`src/rtl/serial_byte_deserializer.sv`:
```
// Serial-in/parallel-out word assembler with valid/ready output handshake.
// Optional even-parity check enabled by defining SERIAL_BYTE_DESER_PARITY_EN.
module serial_byte_deserializer #(
    parameter int WIDTH     = 8,
    parameter bit MSB_FIRST = 1'b0
) (
    input  logic             clk,
    input  logic             rst_n,
    input  logic             sin,
    input  logic             sin_valid,
    output logic             sin_ready,
    input  logic             clear,
    output logic [WIDTH-1:0] par_out,
    output logic             par_valid,
    input  logic             par_ready,
    output logic             par_err
);

    localparam int CW = $clog2(WIDTH + 1);
    localparam logic [CW-1:0] LAST = CW'(WIDTH - 1);

    localparam logic [1:0] IDLE   = 2'd0;
    localparam logic [1:0] SHIFT  = 2'd1;
`ifdef SERIAL_BYTE_DESER_PARITY_EN
    localparam logic [1:0] PARITY = 2'd2;
`endif
    localparam logic [1:0] HOLD   = 2'd3;

    logic [1:0]       state;
    logic [CW-1:0]    count;
    logic [WIDTH-1:0] sreg;
    logic [WIDTH-1:0] sreg_nxt;
    logic             take;

    assign sin_ready = (state != HOLD);
    assign take      = sin_valid & sin_ready;

    always_comb begin
        sreg_nxt = '0;
        if (MSB_FIRST)
            sreg_nxt = {sreg[WIDTH-2:0], sin};
        else
            sreg_nxt = {sin, sreg[WIDTH-1:1]};
    end

`ifndef SERIAL_BYTE_DESER_PARITY_EN
    assign par_err = 1'b0;
`endif

    always_ff @(posedge clk or negedge rst_n) begin
        if (!rst_n) begin
            state     <= IDLE;
            count     <= '0;
            sreg      <= '0;
            par_out   <= '0;
            par_valid <= 1'b0;
`ifdef SERIAL_BYTE_DESER_PARITY_EN
            par_err   <= 1'b0;
`endif
        end else if (clear) begin
            state     <= IDLE;
            count     <= '0;
            sreg      <= '0;
            par_valid <= 1'b0;
`ifdef SERIAL_BYTE_DESER_PARITY_EN
            par_err   <= 1'b0;
`endif
        end else begin
            case (state)
                // IDLE and SHIFT differ only in count, which is already 0 in IDLE
                IDLE, SHIFT: begin
                    if (take) begin
                        if (count == LAST) begin
                            count <= '0;
`ifdef SERIAL_BYTE_DESER_PARITY_EN
                            sreg  <= sreg_nxt;
                            state <= PARITY;
`else
                            sreg      <= '0;
                            par_out   <= sreg_nxt;
                            par_valid <= 1'b1;
                            state     <= HOLD;
`endif
                        end else begin
                            sreg  <= sreg_nxt;
                            count <= count + 1'b1;
                            state <= SHIFT;
                        end
                    end
                end
`ifdef SERIAL_BYTE_DESER_PARITY_EN
                PARITY: begin
                    if (take) begin
                        par_out   <= sreg;
                        par_err   <= (^sreg) ^ sin;
                        par_valid <= 1'b1;
                        sreg      <= '0;
                        state     <= HOLD;
                    end
                end
`endif
                HOLD: begin
                    if (par_ready) begin
                        par_valid <= 1'b0;
`ifdef SERIAL_BYTE_DESER_PARITY_EN
                        par_err   <= 1'b0;
`endif
                        state     <= IDLE;
                    end
                end
                default: begin
                    state <= IDLE;
                    count <= '0;
                end
            endcase
        end
    end

endmodule

```
`config.mk`:
```
export PLATFORM = sky130hd
export DESIGN_NAME = serial_byte_deserializer
export DESIGN_NICKNAME = d
export VERILOG_FILES = /design/src/rtl/serial_byte_deserializer.sv
export SDC_FILE = /design/constraint.sdc
export NUM_CORES = 1
export LEC_CHECK = 0
export CAP_MARGIN = 20
export CORE_UTILIZATION = 54
export DETAILED_ROUTE_END_ITERATION = 12
export GPL_ROUTABILITY_DRIVEN = 0
export PLACE_DENSITY = 0.77
export REMOVE_ABC_BUFFERS = 1
export SKIP_CTS_REPAIR_TIMING = 1
export SYNTH_ARGS = -nofsm -noshare
export SYNTH_HDL_FRONTEND = slang
export SYNTH_SLANG_ARGS = --single-unit
export TNS_END_PERCENT = 20
```
`constraint.sdc`:
```
create_clock -name clk -period 2.7 [get_ports clk]
set_input_delay 0.54 -clock clk [delete_from_list [all_inputs] [get_ports clk]]
set_output_delay 0.54 -clock clk [all_outputs]
set_load 0.02 [all_outputs]
```
; ---- Yosys cells after proc, flatten, opt, wreduce, memory -nomap -nowiden
; Index checks and enable logic that the tools add are counted.
[classes]
add_sub_neg = 1
n_eq_ne = 8
mux = 18
bitwise = 2
n_reduce_logical = 10
[ops]
columns = cell, n
row1 = $mux W8, 4
row2 = $mux W4, 3
row3 = $ne A3 B3 Y1 const B, 3
row4 = $mux W2, 4
row5 = $pmux W4 S2, 1
row6 = $reduce_and A4 Y1, 2
row7 = $reduce_and A2 Y1, 3
row8 = $add A4 B1 Y4 const B, 1
row9 = $eq A4 B3 Y1 const B, 1
row10 = $mux W1, 4
row11 = $ne A2 B2 Y1 const B, 2
row12 = $pmux W2 S2, 1
row13 = $reduce_bool A2 Y1, 2
row14 = $reduce_bool A3 Y1, 1
row15 = $eq A2 B1 Y1 const B, 1
row16 = $eq A2 B2 Y1 const B, 1
row17 = $logic_not A2 Y1, 1
row18 = $pmux W1 S2, 1
row19 = $reduce_or A2 Y1, 1
row20 = $and A1 B1 Y1, 1
row21 = $not A1 Y1, 1
[totals]
reg_bits = 23
inputBits = 6
output_inout_bits = 11
elab_cells = 44

; ---- Longest topological paths before layout
[depth]
word_depth = 5
depth_mapped = 5
depth_no_buf = 4

; ---- Least setup slack after synthesis
; OpenSTA, ideal clock, no wires.
[synth_timing]
kind = input-to-reg
from = in sin_valid
to = reg par_out[0]
setup_ns = 0.125
t_arrival_ns = 1.497
t_required_ns = 2.575
setup_slack_ns = 1.078
cell_stages = 4
n_path_buf = 1
path_cell_list = nor2b_4 or3b_1 buf_6 mux2_4
[synth_between]
elab_chain_cells = 2
[synth_lines]
columns = item, line
row1 = start: declaration, 10  ; input logic sin_valid,
row2 = $and A1 B1 Y1, 36  ; assign take = sin_valid & sin_ready;
row3 = $reduce_and A4 Y1 (no source line), --
row4 = end signal: assignment, 80  ; par_out <= sreg_nxt;
row5 = end: declaration, 13  ; output logic [WIDTH-1:0] par_out,
; Every way passes these cells.
; A chain may end at the register's enable or synchronous reset.

; ---- Worst setup path after layout
[layout_timing]
from = reg state[1]
to = out sin_ready
[layout_between]
elab_chain_cells = 1
[layout_lines]
columns = item, line
row1 = start: declaration, 29  ; logic [1:0] state;
row2 = start signal: assignment, 52  ; state <= IDLE;
row3 = start signal: assignment, 61  ; state <= IDLE;
row4 = start signal: assignment, 82  ; state <= HOLD;
row5 = $ne A2 B2 Y1, 35  ; assign sin_ready = (state != HOLD);
row6 = end: declaration, 11  ; output logic sin_ready,
; Every way passes these cells.

==> run summary <==
* register to primary output — Setup Crit Path Kind
* clkbuf_4 — CTS root buffer
* 57.3% — initial core utilization
* 0.889 ps — worst-case clock skew
* 100% — share of flip-flops with an asynchronous set or reset
* 15 — Cell Rows
* 4 — router iterations before antenna repair
* 0 — remaining antenna violation count
* 21.6% — synth-to-layout area growth
* 9 — maximum fanout encountered on the critical timing path
* 978 um^2 — Synth Cell Area
* 1990 um^2 — die area
* 21.3% — layout cell share with drive strength beyond 1
* 2 — Clock Tree Buf Depth
* 0 — antenna violations before repair
* dfrtp_1 — dominant cell by count in the synthesized netlist
* yes — clock tree from TritonCTS
* primary output — Critical Path Sink Type
* 631 uW — total power consumption of the routed design
* 44.6 um — die height
* 22 — CTS sink count
* 0 — count of final max-slew check failures
* 0 — Final Hold Violating Endpoints
* 23 — maximum number of pins on one net before global-route repair
* 0 — Antenna Diode Count
* 20.2% — overall track demand over capacity in global routing
* 538 ps — transition at the pin with the smallest max-transition slack
* 0 — number of warnings issued by yosys
* 0 — number of flops mapped to enable cells by yosys
* dfrtp_1, mux2_4, a22o_1 — largest cells by area after synthesis
* dfrtp_1 — top cell type by total area after synthesis
* dfrtp_1, a22o_1, mux2_4, nor2_1 — most used standard cells in the synthesized netlist
* dfrtp_1 — commonest register cell after synthesis
* 64.1% — worst relative slew slack
* 1710 ps — data arrival time of the critical path
* 0 — Congestion Overflow GR
* 633 — vias post-DR
* 13.4 um^2 — average size of a mapped cell
* 443 MHz — maximum clock frequency
* 56.3% — sequential-to-total area share from yosys stat
* 5.55 — average vias per placed instance
* 2250 ps — Min Clock Period, post-route
* 530 nW/um^2 — total power density per cell area
* 110 ps — Clock Pin Slew Worst Setup and Hold Paths
* 56.3% — area share of the largest cell type after synthesis
* 0 — final setup violating endpoints
* 73 — Cells after Synth
* 17 — I/O pin count
* 14.7 um — Wirelength per Cell
* 3 — total clock buffers created by CTS
* 0.000582 uW — leakage component of the power
* 97 — Final #Nets
* 624 — number of global-route vias before repair
* no — unrepaired setup endpoints after global routing
* 310 ps — clock latency on the worst-skew pair
* 387 um^2 — multi-input logic area
* register — Critical Path Start Type
* 44.6 um — Die X-Extent
* 2160 ps — Worst EP required
* 83.5% — period utilisation layout
* 15 — PortBufs
* 0 ps — setup TNS
* 1710 um^2 — area inside the core boundary
* 26 — Yosys cell types
* 22 — flip-flop and latch count after synthesis
* finished clean — status
* 120 — FILL cells
* register to register — HP Class
* 0.000409 V — maximum VDD drop
* 551 um^2 — Seq. cell area
* 0 — max-cap violation count
* 2.77 mm — global-route wire length before repair
* 1.68 mm — wirelength, routed
* 1 — number of levels in the clock H-tree
* 0 — post-detailed-route DRC marker count
* 14 — drt first-iter violations
-- cells in the final DEF, fill, tap and decap left out, types with 2 or more instances in the layout --
cell,Yosys,layout
a21oi_1,3,3
a22o_1,8,8
buf_4,1,2
clkbuf_4,0,3
clkdlybuf4s50_1,0,15
dfrtp_1,22,22
mux2_4,8,8
nand2_1,2,2
nand3_1,3,3
nand3b_1,2,2
nor2_1,4,4
o31ai_1,2,2
-- stage by stage --
stage                     cell area [um^2]  instances  setup WS [ps]  util [%]  hold WS, ps
final                                 1190        114            445      69.7          521
after global routing                  1190        114            381      69.7          541
after CTS                             1190        114            445      69.7          528
after detailed placement              1140        110            291      66.6          497
after global placement                1140        110            349      66.6          488
after floorplan                        941         68            971         -          244
-- layout make-up --
| cell class | count | share of cell area, % |
|---|---|---|
| Timing Repair Buffer | 17 | 13.9 |
| Clock inverter | 1 | 2.52 |
| Clock buffer | 3 | 1.89 |
| Multi-Input combinational cell | 45 | 32.5 |
| Sequential cell | 22 | 46.3 |
| Inverter | 1 | 0.315 |
| Tap cell | 25 | 2.63 |
-- cells by family after synthesis --
logic type                 share of synthesized area [%]
adders and majority gates                           1.28
buffers and inverters                               4.22
other                                              0.383
muxes                                               13.4
AOI/OAI and AO/OA                                   12.7
and+or+nand+nor                                     11.8
DFF                                                 56.3
-- layer usage --
layer / global-route usage [%] / share of wire [%] / vias to the layer above
met5: 0 / 0 / -
met4: 9.09 / 1.8 / 0
met3: 4.90 / 5.7 / 6
met2: 32.4 / 49 / 25
met1: 26.1 / 43 / 310
li1: - / - / 292
-- flip-flops by register name (all words and copies together), names as in the netlist --
register	count
par_out	8
sreg	7
count	4
state	2
par_valid	1
-- critical path: stages, from the launching register on --
cell	delay [ps]
dfrtp_1	500
and2_1	220
inv_1	80
clkdlybuf4s50_1	600
-- worst paths after layout --
| path | from | end | slack (ps) | cells past startpoint |
|---|---|---|---|---|
| min | par_out[0] | par_out[0] | 520 | 1 |
| min in group asynchronous | rst_n | par_out[1] | 560 | 2 |
| min reg2reg | par_out[0] | par_out[0] | 520 | 1 |
| max reg2reg | count[0] | par_out[4] | 790 | 4 |
| max | state[1] | sin_ready | 450 | 3 |
| max in group asynchronous | rst_n | sreg[6] | 1930 | 2 |
-- report_power, final --
| part | switching (uW) | total [uW] | internal [uW] | leakage [uW] |
|---|---|---|---|---|
| sequential | 6.23 | 341 | 335 | 0.000303 |
| clock | 97.9 | 248 | 150 | 0.0000279 |
| combinational | 21.5 | 41.1 | 19.6 | 0.000251 |
| total | 126 | 631 | 505 | 0.000582 |
Power figures use the tool's default switching activity.
